### config.mk
export PLATFORM = sky130hd
export DESIGN_NAME = display_scan_flat
export DESIGN_NICKNAME = d
export VERILOG_FILES = /design/src/rtl/display_pkg.sv /design/src/rtl/display_if.sv /design/src/rtl/seg7_decode.sv /design/src/rtl/display_scan.sv /design/src/flat_wrapper.sv
export SDC_FILE = /design/constraint.sdc
export NUM_CORES = 1
export LEC_CHECK = 0
export BUFFER_PORTS_ARGS = -buffer_cell sky130_fd_sc_hd__buf_2
export CAP_MARGIN = 20
export CORE_ASPECT_RATIO = 2
export CORE_MARGIN = 10
export CORE_UTILIZATION = 55
export DETAILED_ROUTE_END_ITERATION = 16
export GPL_TIMING_DRIVEN = 0
export PLACE_DENSITY = 0.76
export SYNTH_ARGS = -nofsm -noshare
export SYNTH_HDL_FRONTEND = slang
export SYNTH_SLANG_ARGS = --single-unit
### constraint.sdc
create_clock -name clk -period 4.3 [get_ports clk]
set_clock_uncertainty 0.15 [all_clocks]
set_input_delay 0.215 -clock clk [delete_from_list [all_inputs] [get_ports clk]]
set_output_delay 0.215 -clock clk [all_outputs]
set_load 0.05 [all_outputs]
### src/rtl/display_pkg.sv
// Shared constants for seven-segment display stages: glyphs and slot encodings.
package display_pkg;

  // Scan slot of the 4-digit display; S_IDLE is the permanently dark position.
  typedef enum logic [1:0] {
    S_UNITS = 2'd0,
    S_TENS  = 2'd1,
    S_HUND  = 2'd2,
    S_IDLE  = 2'd3
  } slot_t;

  // Active-low segment patterns, bit order {g,f,e,d,c,b,a}.
  localparam logic [6:0] SEG_0    = 7'b1000000;
  localparam logic [6:0] SEG_1    = 7'b1111001;
  localparam logic [6:0] SEG_2    = 7'b0100100;
  localparam logic [6:0] SEG_3    = 7'b0110000;
  localparam logic [6:0] SEG_4    = 7'b0011001;
  localparam logic [6:0] SEG_5    = 7'b0010010;
  localparam logic [6:0] SEG_6    = 7'b0000010;
  localparam logic [6:0] SEG_7    = 7'b1111000;
  localparam logic [6:0] SEG_8    = 7'b0000000;
  localparam logic [6:0] SEG_9    = 7'b0010000;
  localparam logic [6:0] SEG_DASH = 7'b0111111;
  localparam logic [6:0] SEG_OFF  = 7'b1111111;

  // Active-low digit enables with every digit dark.
  localparam logic [3:0] AN_OFF = 4'b1111;

endpackage

### src/rtl/display_if.sv
// Display bus: BCD word in from the converter, scanned digit drive out.
interface display_if;
  logic [9:0] bcd;
  logic       blank_lz;
  logic [3:0] an;
  logic [6:0] seg;
  logic       dp;
  logic       frame;

  modport master (output bcd, blank_lz, input an, seg, dp, frame);
  modport slave  (input bcd, blank_lz, output an, seg, dp, frame);
endinterface

### src/rtl/seg7_decode.sv
// Combinational 4-bit value to active-low seven-segment glyph; 10..15 show a dash.
module seg7_decode
  import display_pkg::*;
(
  input  logic [3:0] value,
  output logic [6:0] seg
);

  // Standard digit glyphs, anything out of decimal range becomes a dash.
  always_comb begin
    case (value)
      4'd0:    seg = SEG_0;
      4'd1:    seg = SEG_1;
      4'd2:    seg = SEG_2;
      4'd3:    seg = SEG_3;
      4'd4:    seg = SEG_4;
      4'd5:    seg = SEG_5;
      4'd6:    seg = SEG_6;
      4'd7:    seg = SEG_7;
      4'd8:    seg = SEG_8;
      4'd9:    seg = SEG_9;
      default: seg = SEG_DASH;
    endcase
  end

endmodule

### src/rtl/display_scan.sv
// Four-digit time-multiplexed seven-segment scanner with a per-frame snapshot of
// the BCD word, optional leading-zero blanking and a permanently dark fourth digit.
module display_scan
  import display_pkg::*;
#(
  parameter int REFRESH_DIV = 100000
) (
  input  logic      clk,
  input  logic      rst_n,
  display_if.slave  bus
);

  localparam int              CNT_W    = $clog2(REFRESH_DIV);
  localparam logic [CNT_W-1:0] CNT_LAST = CNT_W'(REFRESH_DIV - 1);

  logic [CNT_W-1:0] count;
  logic             tick;
  logic             tick_d;
  logic             load;
  slot_t            idx;
  slot_t            idx_next;
  logic [9:0]       snap_bcd;
  logic             snap_lz;
  logic [3:0]       digit;
  logic [6:0]       glyph;
  logic             hund_zero;
  logic             tens_zero;
  logic [3:0]       an_next;
  logic [6:0]       seg_next;
  logic [3:0]       an_reg;
  logic [6:0]       seg_reg;

  assign tick = (count == CNT_LAST);
  // The snapshot loads on the tick that wraps the idle slot back to units.
  assign load = tick && (idx == S_IDLE);

  // Prescaler: one tick every REFRESH_DIV cycles.
  always_ff @(posedge clk or negedge rst_n) begin
    if (!rst_n)    count <= '0;
    else if (tick) count <= '0;
    else           count <= count + 1'b1;
  end

  // Slot state register plus a delayed tick so outputs follow the slot by one cycle.
  always_ff @(posedge clk or negedge rst_n) begin
    if (!rst_n) begin
      idx    <= S_UNITS;
      tick_d <= 1'b0;
    end else begin
      idx    <= idx_next;
      tick_d <= tick;
    end
  end

  // Next slot: step through units, tens, hundreds, idle on every tick.
  always_comb begin
    idx_next = idx;
    if (tick) begin
      case (idx)
        S_UNITS: idx_next = S_TENS;
        S_TENS:  idx_next = S_HUND;
        S_HUND:  idx_next = S_IDLE;
        default: idx_next = S_UNITS;
      endcase
    end
  end

  // Frame snapshot so a digit update never tears across slots.
  always_ff @(posedge clk or negedge rst_n) begin
    if (!rst_n) begin
      snap_bcd <= '0;
      snap_lz  <= 1'b0;
    end else if (load) begin
      snap_bcd <= bus.bcd;
      snap_lz  <= bus.blank_lz;
    end
  end

  // Digit select for the shared decoder; hundreds value 3 is forced to a dash code.
  always_comb begin
    digit = snap_bcd[3:0];
    case (idx)
      S_TENS:  digit = snap_bcd[7:4];
      S_HUND:  digit = (snap_bcd[9:8] == 2'd3) ? 4'hF : {2'b00, snap_bcd[9:8]};
      default: digit = snap_bcd[3:0];
    endcase
  end

  seg7_decode u_decode (
    .value (digit),
    .seg   (glyph)
  );

  // Dash digits are nonzero, so they never trigger blanking of themselves or lower digits.
  assign hund_zero = (snap_bcd[9:8] == 2'd0);
  assign tens_zero = (snap_bcd[7:4] == 4'd0);

  // Output decode per slot, including leading-zero blanking.
  always_comb begin
    an_next  = AN_OFF;
    seg_next = SEG_OFF;
    case (idx)
      S_UNITS: begin
        an_next  = 4'b1110;
        seg_next = glyph;
      end
      S_TENS: begin
        if (!(snap_lz && hund_zero && tens_zero)) begin
          an_next  = 4'b1101;
          seg_next = glyph;
        end
      end
      S_HUND: begin
        if (!(snap_lz && hund_zero)) begin
          an_next  = 4'b1011;
          seg_next = glyph;
        end
      end
      default: ;
    endcase
  end

  // Enables and segments load together, one cycle after the slot advances.
  always_ff @(posedge clk or negedge rst_n) begin
    if (!rst_n) begin
      an_reg  <= AN_OFF;
      seg_reg <= SEG_OFF;
    end else if (tick_d) begin
      an_reg  <= an_next;
      seg_reg <= seg_next;
    end
  end

  assign bus.an    = an_reg;
  assign bus.seg   = seg_reg;
  assign bus.dp    = 1'b1;
  assign bus.frame = load;

endmodule

### src/flat_wrapper.sv
// flat-port wrapper written by rule: the top's interface ports become plain ports
module display_scan_flat import display_pkg::*;
#(
  parameter int REFRESH_DIV = 100000
)
  (clk, rst_n, bus_bcd, bus_blank_lz, bus_an, bus_seg, bus_dp, bus_frame);
  display_if bus_i ();
  input  logic clk;
  input  logic rst_n;
  input wire logic [$bits(bus_i.bcd)-1:0] bus_bcd;
  input wire logic [$bits(bus_i.blank_lz)-1:0] bus_blank_lz;
  output wire logic [$bits(bus_i.an)-1:0] bus_an;
  output wire logic [$bits(bus_i.seg)-1:0] bus_seg;
  output wire logic [$bits(bus_i.dp)-1:0] bus_dp;
  output wire logic [$bits(bus_i.frame)-1:0] bus_frame;
  assign bus_i.bcd = bus_bcd;
  assign bus_i.blank_lz = bus_blank_lz;
  assign bus_an = bus_i.an;
  assign bus_seg = bus_i.seg;
  assign bus_dp = bus_i.dp;
  assign bus_frame = bus_i.frame;
  display_scan #(.REFRESH_DIV(REFRESH_DIV)) u_core (.clk(clk), .rst_n(rst_n), .bus(bus_i));
endmodule
## After elaboration in Yosys (flattened, before gate mapping)

Memories as Yosys holds them, arrays and structs flattened.
Index checks and enable logic that the tools add are counted.

- Flip-flop bits (word level): 42
- Memory bits (read-only): 112
- Word-level logic and storage cells: 30
- Input bits: 13
- Memories kept: 1

- Multiplexer cells: 10
- Add/sub/neg operators: 1
- Eq/ne operators: 5
- Reduce and logical (&&, ||, !) cells: 6

Memories:

| memory | words | width | rd ports | clocked after Yosys merged registers in | write ports | RTL line | text |
|---|---|---|---|---|---|---|---|
| (no name shown) | 16 | 7 | 1 | 0 | 0 | seg7_decode.sv:11 | `case (value)` |

Operator list:

| kind | count |
|---|---|
| 7-bit one-hot mux with 3 select lines | 1 |
| 17-bit by 1-bit adder with 17-bit output (second input constant) | 1 |
| 17-bit == test (second input constant) | 1 |
| 17-bit two-way mux | 1 |
| 7-bit two-way mux | 2 |
| 4-bit one-hot mux with 3 select lines | 1 |
| 4-bit one-hot mux with 2 select lines | 1 |
| 2-bit == test (second input constant) | 3 |
| 2-bit one-hot mux with 3 select lines | 1 |
| 2-bit logical NOT | 2 |
| 4-bit logical NOT | 1 |
| 4-bit two-way mux | 1 |
| 1-bit logical AND | 3 |
| 3-bit two-way mux | 1 |
| 2-bit by 1-bit == test with 1-bit output (second input constant) | 1 |
| 2-bit two-way mux | 1 |

## Depth between registers and ports, before layout

An unclocked memory read counts as a cell.

- Word-level depth: 6
- Mapped depth: 11

## Hierarchy

Synthesis repeated with hierarchy kept, for this count alone.

- Cell total of the unflattened synthesis: 215
- Area, all modules: 2232.1 µm²

Modules (own cells, without submodules):

| module | instances | area an instance (µm²) | cells each | sequential area each (µm²) |
|---|---|---|---|---|
| display_scan | 1 | 2008.2 | 184 | 1038.5 |
| seg7_decode | 1 | 224.0 | 31 | 0.0 |

## Worst setup path after synthesis

Ideal clock, no wire load.

- Kind: reg-to-reg
- From: reg u_core.idx[0]
- To: reg u_core.seg_reg[3], in the netlist u_core.bus.seg[3]
- Path slack: 1830 ps
- Arrival: 2219 ps
- Path buffers: 1
- Clock period less this slack: 2470 ps
- Data required time: 4050 ps
- Cell stages (with the launch flop): 12
- Cells stage by stage: dfrtp_1 inv_1 ha_1 buf_2 nor2_1 a21oi_1 inv_1 ha_1 o21ai_0 a21oi_1 o311ai_0 a31oi_1

- Word-level cells in the longest chain between the ends: 5

Ends and longest elaborated chain:

| what | RTL line | text |
|---|---|---|
| from (decl) | display_scan.sv:20 | `slot_t idx;` |
| from (signal assigned) | display_scan.sv:50 | `idx <= idx_next;` |
| 2-bit == test or 2-bit by 1-bit == test with 1-bit output (tied branches) | display_scan.sv:82, display_scan.sv:102 |  |
| 4-bit one-hot mux with 2 select lines | display_scan.sv:82 | `case (idx)` |
| memory 16 x 7 bit | -- |  |
| 7-bit two-way mux (on tied branches) | display_scan.sv:114, display_scan.sv:108 |  |
| 7-bit one-hot mux with 3 select lines * | display_scan.sv:102 | `case (idx)` |
| to (signal assigned) | display_scan.sv:130 | `seg_reg <= seg_next;` |
| to (decl) | display_scan.sv:31 | `logic [6:0] seg_reg;` |

Mark *: on every way between the ends. The rest lies on a longest branch, timed or not.
A chain may end at the register's enable or synchronous reset.

## Worst setup path in the final report

Ends and elaborated chain as after synthesis.

==> out/metrics.csv <==
stage,metric,value,unit
critical_path,arrival,2940,ps
power_and_ir_drop,power.share.combinational,7.0,%
logic_synthesis,netlist_area,2260,um2
critical_path,rrSetupSlack,1410,ps
power_and_ir_drop,internal-power,527,uW
critical_path,r2r_cells,11,
finish,diodes,0,
placement,dp_hpwl,3.75,mm
power_and_ir_drop,pwr-share-seq,57.5,%
power_and_ir_drop,clkPwrFrac,35.5,%
global_routing,grt_pass1_wl,8.63,mm
power_and_ir_drop,leakage,0.00121,uW
sta,drv_slew,0,
sta,rsz0062_at_grt,no,
sta,worstMarginPinSlew,921,ps
sta,setup_tns,0,ps
power_and_ir_drop,vdd_drop_max,240,uV
floorplanning,fp-row-count,33,
cts,h-tree-depth,2,
global_routing,grt_max_degree,42,
logic_synthesis,ys_async_sr_fraction,100,%
placement,place_ws,1420,ps
finish,drive_gt1_share,28.1,%
finish,nNetsFinal,273,
finish,layout_common_cells,"dfrtp_1, buf_2, nor2_1, ha_1, nand2_1",
global_routing,grt_pass1_vias,1805,
placement,place.gp.congestion,0.883,
route,wire_per_inst,16.7,um
route,drc,0,
floorplanning,dieArea,7230,um2
critical_path,crit_slowest_cell,dfrtp_1,
floorplanning,die_w,65.3,um
power_and_ir_drop,p_sw,162,uW
status,status,"complete, no violations",
logic_synthesis,synth-seq-area-share,46.0,%
floorplanning,initial_utilization,55.8,%
logic_synthesis,syn_area_per_cell,10.7,um2
floorplanning,core,4050,um2
route,dr_total_vias,1718,
finish,finalCoreUtilization,63.9,%
sta,fmax,346,MHz
critical_path,crit_path_start_kind,flip-flop,
finish,synthToLayoutAreaGrowth,14.4,%
hold_path,hold-path-cell-count,2,
floorplanning,ioPinCount,26,
critical_path,crit_path_max_incr_delay,410,ps
cts,clk_pin_slew,80,ps
finish,largest_reg_flops,17,
sta,setup_slack,1410,ps
floorplanning,chipHeight,111,um
logic_synthesis,syn_inst,211,
job,cap_violations,0,
route,highest_layer,met4,
cts,clockBufferDepth,2,
cts,root_buffer,clkbuf_8,
hold_path,hold_path.class,input port to flip-flop,
cts,clock_latency,290,ps
route,drtIter0Drc,66,
critical_path,crit_required,4350,ps
power_and_ir_drop,p_sw_share,23.5,%
critical_path,crit_chain,inv_1 > ha_1 > buf_2 > nor2_1 > a21oi_1 > inv_1 > ha_1 > o21ai_0 > a21oi_1 > o311ai_0 > a31oi_1,
cts,cts_tree,yes,
finish,layout_commonest_cell,dfrtp_1,
sta,hold_viol,0,
logic_synthesis,ys.flop_type,dfrtp_1,
global_routing,antenna_found_initial,0,
sta,slew_headroom,38.6,%
route,vias_per_cell,5.71,
global_routing,grt_usage,14.8,%
sta,setup_viol,0,
route,wl_met2,2.92,mm
cts,cts_made_buffers,5,
global_routing,gr-total-overflow,0,
logic_synthesis,synth-seq-cells,41,
placement,io_buffers,23,
route,drt_first_pass_iters,4,
power_and_ir_drop,cellPowerDensity,267,nW/um2
cts,cts_resized,0,
route,dr_wl_met3,182,um
critical_path,path_class,flip-flop to flip-flop,
sta,post-route-period-util,67.3,%
logic_synthesis,yosysUniqueCellTypes,53,
critical_path,worstPathMaxFanout,10,
sta,fin_crit,2890,ps
logic_synthesis,synth_edf_count,0,
critical_path,end_kind,flip-flop,
route,finalWirelength,5.02,mm
route,ant_nets,0,
route,wl_met1,1.75,mm
cts,numClockSinks,41,
logic_synthesis,ys_warn_count,0,
-- final timing paths --
| kind | startpoint | endpoint |
|---|---|---|
| hold reg to reg | u_core.bus.an[0] | u_core.bus.an[0] |
| hold / removal | bus_bcd[4] | u_core.snap_bcd[4] |
| setup / recovery | u_core.idx[0] | u_core.bus.seg[3] |
| setup reg to reg | u_core.idx[0] | u_core.bus.seg[3] |
| min in group asynchronous | rst_n | u_core.snap_bcd[9] |
| max in group asynchronous | rst_n | u_core.snap_bcd[1] |
-- Yosys cell counts, types with 2 or more instances --
cell type | number | area (um2)
a2111o_1 | 2 | 22.5
a21o_1 | 2 | 15.0
a21oi_1 | 9 | 45.0
a22oi_1 | 2 | 15.0
a31oi_1 | 7 | 43.8
and2_1 | 3 | 18.8
and3_1 | 3 | 18.8
and4bb_2 | 2 | 25.0
buf_2 | 3 | 15.0
buf_4 | 3 | 22.5
dfrtp_1 | 31 | 776
dfstp_2 | 10 | 263
ha_1 | 12 | 150
inv_1 | 8 | 30.0
mux2_2 | 2 | 22.5
mux2_4 | 9 | 135
nand2_1 | 11 | 41.3
nand3_1 | 7 | 35.0
nand3_2 | 2 | 20.0
nand4_1 | 2 | 12.5
nor2_1 | 23 | 86.3
nor2b_1 | 2 | 12.5
nor3_1 | 5 | 25.0
nor4_1 | 2 | 12.5
o211ai_1 | 2 | 15.0
o21ai_0 | 7 | 35.0
o311ai_0 | 2 | 17.5
or3_1 | 3 | 18.8
xnor2_1 | 6 | 52.6
xor2_1 | 6 | 52.6
-- power groups by stage --
| stage | combinational (uW) | clock [uW] | sequential, uW |
|---|---|---|---|
| final | 48.5 | 244 | 396 |
| after global routing | 53.4 | 264 | 397 |
| after CTS | 48.7 | 252 | 396 |
| after detailed placement | 44.3 | 0 | 403 |
| after global placement | 43.1 | 0 | 403 |
| after floorplan | 26.2 | 0 | 402 |
-- layer usage --
| metal | GRT usage (%) | vias up |
|---|---|---|
| met5 | 0 | - |
| met4 | 8.48 | 0 |
| met3 | 3.74 | 13 |
| met2 | 27.0 | 36 |
| met1 | 14.0 | 837 |
| li1 | - | 832 |
-- final cells by class --
class | instances | area [um2]
plain buffers | 8 | 52.6
multi-input cells | 155 | 1140
repair buffers | 29 | 175
clock inverters | 1 | 5.00
flip-flops and latches | 41 | 1040
fillers | 359 | 1460
well taps | 52 | 65.1
inverters | 8 | 30.0
clock buffers | 7 | 76.3
-- worst max-delay path, delay by kind of cell, from the launching register on --
| family | cells | cell delay (ps) |
|---|---|---|
| and+or+nand+nor | 1 | 60 |
| buffers and inverters | 3 | 460 |
| adders and majority gates | 2 | 720 |
| AOI/OAI and AO/OA | 5 | 1000 |
| DFF | 1 | 410 |
-- kinds of logic after synthesis --
logic type	after synthesis	share of synthesized area, %
buffers and inverters	16	3.65
AOI/OAI and AO/OA	42	12.8
DFF	41	46.0
muxes	12	7.42
other	1	0.166
and+or+nand+nor	75	18.7
xor gates and xnor gates	12	4.65
adders and majority gates	12	6.64
-- repair_timing --
item | in CTS | in global routing
endpoints found under the hold margin | 36 | 0
hold buffers | 6 | 0
buffers inserted | 0 | 0
-- stage by stage --
stage	hold WS, ps	total power (uW)	instances	cell area [um2]
finish	2.29	689	301	2580
global route	0.191	714	301	2580
CTS	0.336	697	301	2580
detailed placement	249	448	287	2440
global placement	239	447	287	2440
floorplan	-231	428	212	2260
(Power assumes the default switching activity.)
